`src/rtl/mc_ctrl_fsm_pkg.sv`:
```
// mc_ctrl_fsm_pkg: state encodings, opcode constants, ALU opcodes and opcode classing
package mc_ctrl_fsm_pkg;

    localparam int STATE_W = 4;
    localparam int CNT_W   = 32;

    typedef enum logic [STATE_W-1:0] {
        S_IF, S_ID, S_EX, S_MEM, S_WB, S_JR, S_PCINC, S_HALT
    } state_e;

    localparam logic [6:0] OP_R      = 7'b0110011;
    localparam logic [6:0] OP_I      = 7'b0010011;
    localparam logic [6:0] OP_LOAD   = 7'b0000011;
    localparam logic [6:0] OP_STORE  = 7'b0100011;
    localparam logic [6:0] OP_BRANCH = 7'b1100011;
    localparam logic [6:0] OP_JAL    = 7'b1101111;
    localparam logic [6:0] OP_JALR   = 7'b1100111;
    localparam logic [6:0] OP_SYSTEM = 7'b1110011;

    localparam logic [3:0] alu_ADD  = 4'd0;
    localparam logic [3:0] alu_SUB  = 4'd1;
    localparam logic [3:0] alu_SLL  = 4'd2;
    localparam logic [3:0] alu_SLT  = 4'd3;
    localparam logic [3:0] alu_SLTU = 4'd4;
    localparam logic [3:0] alu_XOR  = 4'd5;
    localparam logic [3:0] alu_SRL  = 4'd6;
    localparam logic [3:0] alu_SRA  = 4'd7;
    localparam logic [3:0] alu_OR   = 4'd8;
    localparam logic [3:0] alu_AND  = 4'd9;
    localparam logic [3:0] alu_BEQ  = 4'd10;
    localparam logic [3:0] alu_BNE  = 4'd11;
    localparam logic [3:0] alu_BLT  = 4'd12;
    localparam logic [3:0] alu_BGE  = 4'd13;

    typedef enum logic [3:0] {
        C_R, C_I, C_LOAD, C_STORE, C_BRANCH, C_JAL, C_JALR, C_SYS, C_OTHER
    } op_class_e;

    function automatic op_class_e op_class(input logic [6:0] opcode);
        return opcode == OP_R      ? C_R      :
               opcode == OP_I      ? C_I      :
               opcode == OP_LOAD   ? C_LOAD   :
               opcode == OP_STORE  ? C_STORE  :
               opcode == OP_BRANCH ? C_BRANCH :
               opcode == OP_JAL    ? C_JAL    :
               opcode == OP_JALR   ? C_JALR   :
               opcode == OP_SYSTEM ? C_SYS    : C_OTHER;
    endfunction

endpackage

```
`src/rtl/mc_ctrl_fsm_alu_op_dec.sv`:
```
// mc_alu_op_dec: maps opcode class, funct3 and funct7_5 to the execute-stage ALU opcode
module mc_alu_op_dec
    import mc_ctrl_fsm_pkg::*;
(
    input  op_class_e  cls,
    input  logic [2:0] funct3,
    input  logic       funct7_5,
    output logic [3:0] alu_op
);

    function automatic logic [3:0] arith(input logic [2:0] f3, input logic alt);
        case (f3)
            3'b000:  return alt ? alu_SUB : alu_ADD;
            3'b001:  return alu_SLL;
            3'b010:  return alu_SLT;
            3'b011:  return alu_SLTU;
            3'b100:  return alu_XOR;
            3'b101:  return alt ? alu_SRA : alu_SRL;
            3'b110:  return alu_OR;
            default: return alu_AND;
        endcase
    endfunction

    // unsigned branch funct3 codes fold onto the signed compares
    function automatic logic [3:0] branch(input logic [2:0] f3);
        return f3[2] ? (f3[0] ? alu_BGE : alu_BLT) : (f3[0] ? alu_BNE : alu_BEQ);
    endfunction

    // immediate arithmetic only honours funct7_5 for shifts right
    always_comb begin
        alu_op = cls == C_R      ? arith(funct3, funct7_5) :
                 cls == C_I      ? arith(funct3, funct3 == 3'b101 && funct7_5) :
                 cls == C_BRANCH ? branch(funct3) : alu_ADD;
    end

endmodule

```
`src/rtl/mc_ctrl_fsm.sv`:
```
// mc_ctrl_fsm: multi-cycle control FSM; MC_CTRL_PERF_CNT_EN adds cycle/instruction counters
module mc_ctrl_fsm
    import mc_ctrl_fsm_pkg::*;
(
    input  logic       clk,
    input  logic       reset,
    input  logic [6:0] opcode,
    input  logic [2:0] funct3,
    input  logic       funct7_5,
    input  logic       bcond,
    input  logic       halt_req,
    input  logic       mem_ready,
    output logic       mem_read,
    output logic       mem_write,
    output logic       i_or_d,
    output logic       ir_write,
    output logic       mdr_write,
    output logic       ab_write,
    output logic       aluout_write,
    output logic       alu_src_a,
    output logic [1:0] alu_src_b,
    output logic [3:0] alu_op,
    output logic       pc_write,
    output logic [1:0] pc_src,
    output logic       reg_write,
    output logic       wb_src,
    output logic       is_halted
`ifdef MC_CTRL_PERF_CNT_EN
    ,
    output logic [CNT_W-1:0] cycle_cnt,
    output logic [CNT_W-1:0] instr_cnt
`endif
);

    state_e     state, state_nxt;
    op_class_e  cls;
    logic [3:0] ex_op;

    assign cls = op_class(opcode);

    mc_alu_op_dec u_dec (
        .cls      (cls),
        .funct3   (funct3),
        .funct7_5 (funct7_5),
        .alu_op   (ex_op)
    );

    // state register and sticky halt flag; reset drops any pending memory request
    always_ff @(posedge clk) begin
        if (!reset) begin
            state     <= S_IF;
            is_halted <= 1'b0;
        end else begin
            state     <= state_nxt;
            is_halted <= is_halted | (state_nxt == S_HALT);
        end
    end

    // next-state and control strobes from current state and the held IR fields
    always_comb begin
        state_nxt    = state;
        mem_read     = 1'b0;
        mem_write    = 1'b0;
        i_or_d       = 1'b0;
        ir_write     = 1'b0;
        mdr_write    = 1'b0;
        ab_write     = 1'b0;
        aluout_write = 1'b0;
        alu_src_a    = 1'b0;
        alu_src_b    = 2'd0;
        alu_op       = alu_ADD;
        pc_write     = 1'b0;
        pc_src       = 2'd0;
        reg_write    = 1'b0;
        wb_src       = 1'b0;
        case (state)
            S_IF: begin
                mem_read  = 1'b1;
                ir_write  = mem_ready;
                state_nxt = mem_ready ? S_ID : S_IF;
            end
            S_ID: begin
                ab_write     = 1'b1;
                alu_src_b    = 2'd1;
                aluout_write = 1'b1;
                state_nxt    = cls == C_SYS ? (halt_req ? S_HALT : S_PCINC) : S_EX;
            end
            S_EX: begin
                alu_op = ex_op;
                case (cls)
                    C_R: begin
                        alu_src_a    = 1'b1;
                        aluout_write = 1'b1;
                        state_nxt    = S_WB;
                    end
                    C_I: begin
                        alu_src_a    = 1'b1;
                        alu_src_b    = 2'd1;
                        aluout_write = 1'b1;
                        state_nxt    = S_WB;
                    end
                    C_LOAD, C_STORE: begin
                        alu_src_a    = 1'b1;
                        alu_src_b    = 2'd1;
                        aluout_write = 1'b1;
                        state_nxt    = S_MEM;
                    end
                    C_BRANCH: begin
                        alu_src_a = 1'b1;
                        pc_write  = bcond;
                        pc_src    = bcond ? 2'd1 : 2'd0;
                        state_nxt = bcond ? S_IF : S_PCINC;
                    end
                    C_JAL: begin
                        alu_src_b    = 2'd2;
                        aluout_write = 1'b1;
                        pc_write     = 1'b1;
                        pc_src       = 2'd1;
                        state_nxt    = S_WB;
                    end
                    C_JALR: begin
                        alu_src_b    = 2'd2;
                        aluout_write = 1'b1;
                        state_nxt    = S_JR;
                    end
                    default: state_nxt = S_PCINC;
                endcase
            end
            S_JR: begin
                alu_src_a = 1'b1;
                alu_src_b = 2'd1;
                pc_write  = 1'b1;
                pc_src    = 2'd2;
                reg_write = 1'b1;
                state_nxt = S_IF;
            end
            S_MEM: begin
                i_or_d    = 1'b1;
                mem_read  = cls == C_LOAD;
                mem_write = cls == C_STORE;
                mdr_write = mem_ready && cls == C_LOAD;
                state_nxt = !mem_ready ? S_MEM : cls == C_LOAD ? S_WB : S_PCINC;
            end
            S_WB: begin
                reg_write = 1'b1;
                wb_src    = cls == C_LOAD;
                alu_src_b = cls == C_JAL ? 2'd0 : 2'd2;
                pc_write  = cls != C_JAL;
                state_nxt = S_IF;
            end
            S_PCINC: begin
                alu_src_b = 2'd2;
                pc_write  = 1'b1;
                state_nxt = S_IF;
            end
            S_HALT:  state_nxt = S_HALT;
            default: state_nxt = S_IF;
        endcase
    end

`ifdef MC_CTRL_PERF_CNT_EN
    // counters run on every non-halted cycle; an instruction retires on re-entry to fetch
    always_ff @(posedge clk) begin
        if (!reset) begin
            cycle_cnt <= '0;
            instr_cnt <= '0;
        end else if (state != S_HALT) begin
            cycle_cnt <= cycle_cnt + CNT_W'(1);
            if (state_nxt == S_IF && state != S_IF)
                instr_cnt <= instr_cnt + CNT_W'(1);
        end
    end
`endif

endmodule

```
`config.mk`:
```
export PLATFORM = sky130hd
export DESIGN_NAME = mc_ctrl_fsm
export DESIGN_NICKNAME = d
export VERILOG_FILES = /design/src/rtl/mc_ctrl_fsm_pkg.sv /design/src/rtl/mc_ctrl_fsm_alu_op_dec.sv /design/src/rtl/mc_ctrl_fsm.sv
export SDC_FILE = /design/constraint.sdc
export NUM_CORES = 1
export LEC_CHECK = 0
export ABC_AREA = 1
export BUFFER_PORTS_ARGS = -buffer_cell sky130_fd_sc_hd__buf_2
export CORE_UTILIZATION = 41
export DETAILED_ROUTE_END_ITERATION = 8
export GPL_TIMING_DRIVEN = 0
export PLACE_DENSITY = 0.74
export SYNTH_ARGS = -nofsm -noshare
export SYNTH_HDL_FRONTEND = slang
export SYNTH_SLANG_ARGS = --single-unit
```
`constraint.sdc`:
```
create_clock -name clk -period 1.6 [get_ports clk]
set_clock_uncertainty 0.2 [all_clocks]
set_input_delay 0.32 -clock clk [delete_from_list [all_inputs] [get_ports clk]]
set_output_delay 0.32 -clock clk [all_outputs]
set_load 0.02 [all_outputs]
```
==> results of run 1 <==
[timing repair]
| action | CTS |
|---|---|
| resized for setup | 51 |
| buffers inserted | 11 |
| endpoints found under the setup margin | 19 |
| pin swaps | 11 |
[synthesized netlist by cell type, drive strengths merged]
master,n
nand4,1
a21oi,6
a21boi,1
o2111ai,1
nand3,10
nand2,41
o22ai,1
or2,1
inv,25
o21ai,8
o2111a,1
nor4,2
a31oi,1
dfxtp,4
nor2,17
nor3,4
o211ai,2
o21bai,2
[per-stage QoR]
step	hold slack, ns	std cells	setup WS [ns]	cell area, µm²
2_1_floorplan	0.218	128	-0.0858	803
3_3_place_gp	0.242	179	-0.368	998
3_5_place_dp	0.265	179	-0.427	998
4_1_cts	0.110	194	-0.240	1270
[kinds of logic after synthesis]
| logic type | count (synthesis) | synth area share (%) |
|---|---|---|
| flops | 4 | 12.0 |
| buf+inv | 25 | 14.0 |
| compound gates | 23 | 21.5 |
| simple gates | 76 | 52.5 |
[layer usage]
layer / overflow / GRT usage [%]
met1: 0 / 59.6
met2: 3 / 92.0
met3: 0 / 40.9
met4: 10 / 70.0
met5: 0 / 0
==> impl_metrics.json, run 1 <==
{
  "grt_usage_pct": 65.0,
  "h-tree-depth": 1,
  "ys_seq_area_share_pct": 12.0,
  "lastStage": "global routing",
  "start_util_pct": 43.9,
  "cts-root-buf": "clkbuf_4",
  "crit_endpoint": "pc_write",
  "cts_num_sinks": 4,
  "cts_made_buffers": 3,
  "ys_types": 26,
  "clockBufferDepth": 2,
  "worst_endpoint_kind": "primary output",
  "avgSynthCellArea_um2": 5.23,
  "synth_area_leaders": "nand2_1, inv_1, dfxtp_1",
  "status": "stopped before the end",
  "hold_buffers": 0,
  "synth_cells": 128,
  "die_h_um": 42.4,
  "ys_warn_count": 0,
  "grt-ovfl-total": 13,
  "yosys.area.top_type": "nand2_1",
  "num_io_pins": 36,
  "syn_area_um2": 669,
  "num_rows": 14,
  "synth_seq_cells": 4,
  "yosysTopAreaCellShare_pct": 21.9,
  "finalWeightedCongestion": 0.873,
  "die_x_um": 42.4,
  "error": "[ERROR GRT-0232] Routing congestion too high. Check the congestion heatmap in the GUI.",
  "grt_max_degree": 8,
  "hpwl_mm": 1.73,
  "syn_nets": 144,
  "portBuffers": 35
}
==> inputs of run 2 (changes only) <==
- CORE_AREA: not set -> 2 2 63 65
- CORE_UTILIZATION: 41 -> not set
- DIE_AREA: not set -> 0 0 65 67
- PLACE_DENSITY: 0.74 -> not set
- PLACE_DENSITY_LB_ADDON: not set -> 0.15
==> impl_metrics.json, run 2 <==
{
  "clockBufferDepth": 2,
  "multi_input_area_um2": 758,
  "setup_viol": 18,
  "startpoint_type": "register",
  "swShare_pct": 37.2,
  "timing.fmax_ghz": 0.543,
  "most-common-layout-cells": "nand2_1, buf_6, buf_4",
  "setup_ws_ns": -0.241,
  "min-delay-start": "reset",
  "vias": 1017,
  "critPathCaptureType": "primary output",
  "p_int_uw": 479,
  "report.final.slew_viol_count": 0,
  "ys_seq_area_share_pct": 12.0,
  "hpwl_mm": 1.93,
  "finalWeightedCongestion": 0.755,
  "grt_max_degree": 8,
  "hold_viol_final": 0,
  "cts_made_buffers": 3,
  "layout_commonest_cell": "nand2_1",
  "whs_path_depth": 3,
  "largest_register_ff_count": 3,
  "synth.most_common_cell": "nand2_1",
  "start_util_pct": 18.6,
  "cts_tree": "yes",
  "grt_usage_pct": 12.1,
  "synth-edff-count": 0,
  "cts_num_sinks": 4,
  "ys.flop_type": "dfxtp_1",
  "clkPwrFrac_pct": 28.7,
  "ys_types": 26,
  "drt_iter0_drc": 24,
  "num_rows": 22,
  "clock_latency_ns": 0.21,
  "regArea_um2": 91.3,
  "diodes": 0,
  "pwr_density_cell_nw_per_um2": 473,
  "die_area_um2": 4360,
  "period_minus_slack_ns": 1.84,
  "ant_nets": 0,
  "power_leakage_nw": 0.765,
  "antenna_found_initial": 0,
  "syn_area_um2": 669,
  "avgSynthCellArea_um2": 5.23,
  "p_comb_share_pct": 55.5,
  "yosys.area.top_type": "nand2_1",
  "worst-slew-pin-transition_ns": 0.332,
  "synth_area_leaders": "nand2_1, inv_1, dfxtp_1",
  "crit_fanout": 4,
  "min_to": "state[0]",
  "h-tree-depth": 1,
  "cp.arrival_ns": 1.32,
  "fin_util_pct": 44.7,
  "area.growth.synth_to_final_pct": 141,
  "reg2reg_depth": 9,
  "critPathMaxStageDelay_ns": 0.35,
  "violations": "negative setup slack",
  "clkTransAtPathRegs_ns": 0.03,
  "wl_per_cell_um": 10.8,
  "die_h_um": 67,
  "dr.pass1.iters": 3,
  "reg_top3": "state: 3 flops, is_halted: 1 flops",
  "vdd_drop_max_uv": 446,
  "fin_crit_sh_pct": 115,
  "dp_cells": 211,
  "drc_errors": 0,
  "cp.required_ns": 1.08,
  "r2r_start": "state[2]",
  "fillers": 385,
  "seqPwrFrac_pct": 15.8,
  "status": "finished, violations left",
  "synthArstFlopShare_pct": 0,
  "switchingPower_uw": 284,
  "nets": 209,
  "syn_nets": 144,
  "yosysTopAreaCellShare_pct": 21.9,
  "rsz0062_at_grt": "yes",
  "ys_warn_count": 0,
  "synth_seq_cells": 4,
  "die_x_um": 65,
  "timing.reg2reg.setup_slack_ns": 0.07,
  "drt_wl_total_mm": 2.59,
  "grt-ovfl-total": 0,
  "portBuffers": 35,
  "finalNonFillerCells": 240,
  "top_register": "state",
  "avgViaCountPerCell": 4.24,
  "grt_pass1_vias": 1043,
  "core_region_area_um2": 3610,
  "drive_gt1_share_pct": 66.7,
  "cts-root-buf": "clkbuf_8",
  "synth_commonest_cells": "nand2_1, inv_1, nor2_1",
  "crit_type": "register to primary output",
  "maxCapViolCount": 0,
  "relSlewSlack_pct": 77.9,
  "rr_endpoint": "is_halted",
  "num_io_pins": 36,
  "grt_pass1_wl_mm": 4.19,
  "synth_cells": 128,
  "cpMaxStageDelayCell": "dfxtp_4",
  "hold_class": "input port to register",
  "crit_chain": "nor3_4, inv_2, o211ai_1, buf_4"
}
-- run 2: cell counts after synthesis --
Identical to the previous run, type by type.
-- run 2: worst max-delay path: cells and delay by family (launching register included) --
family	cells	cell delay, ns
flops	1	0.35
simple gates	1	0.28
compound gates	1	0.20
buf+inv	2	0.28
-- run 2: cell type report --
type / instances / area share [%]
Tap cell: 48 / 3.72
Inverter: 25 / 7.53
Sequential cell: 4 / 5.66
Clock buffer: 4 / 2.79
Timing Repair Buffer: 60 / 33.3
Multi-Input combinational cell: 99 / 47.0
-- run 2: metal layers --
layer	routed length (µm)	global-route usage, %	part of all wire (%)
met2	1470	25.0	57
met4	0	2.39	0
met1	1040	13.3	40
met3	78	1.01	3.0
met5	0	0	0
-- run 2: power groups by stage --
| stage | Combinational (mW) | Sequential [mW] | Clock, mW |
|---|---|---|---|
| after floorplan | 0.157 | 0.130 | 0 |
| after global placement | 0.239 | 0.133 | 0 |
| after detailed placement | 0.242 | 0.133 | 0 |
| after CTS | 0.354 | 0.122 | 0.226 |
| after global routing | 0.457 | 0.122 | 0.228 |
| final | 0.423 | 0.121 | 0.219 |
-- run 2: worst max-delay path by stage --
stage               startpoint      endpoint  depth (start not counted)
floorplan             state[1]  aluout_write                          4
global placement     opcode[4]  alu_src_b[1]                          8
detailed placement   opcode[4]  alu_src_b[1]                          8
CTS                   state[2]  aluout_write                          4
global route          state[2]  aluout_write                          4
finish                state[2]  aluout_write                          4
-- run 2: cell families after synthesis --
| family | count (synthesis) | synth area share [%] |
|---|---|---|
| AND/OR/NAND/NOR | 76 | 52.5 |
| AO/OA/AOI/OAI | 23 | 21.5 |
| flip-flops | 4 | 12.0 |
| buffers and inverters | 25 | 14.0 |
-- run 2: through the flow --
| step | power, mW | TNS (ns) | hold WS [ns] | worst slack, ns | area [µm²] |
|---|---|---|---|---|---|
| floorplan | 0.287 | -0.363 | 0.218 | -0.0858 | 803 |
| global placement | 0.372 | -3.96 | 0.243 | -0.391 | 1040 |
| detailed placement | 0.375 | -4.25 | 0.273 | -0.438 | 1040 |
| CTS | 0.702 | -3.38 | 0.138 | -0.295 | 1460 |
| global route | 0.807 | -4.08 | 0.162 | -0.346 | 1610 |
| finish | 0.762 | -2.71 | 0.136 | -0.241 | 1610 |
-- run 2: repair_timing --
item / 4_1_cts / 5_1_grt
resized for setup: 70 / 31
pin swaps: 13 / 12
hold buffers: 0 / 0
endpoints found under the setup margin: 19 / 22
buffers inserted: 19 / 8
Note: power is estimated with default switching activity, not from simulation.
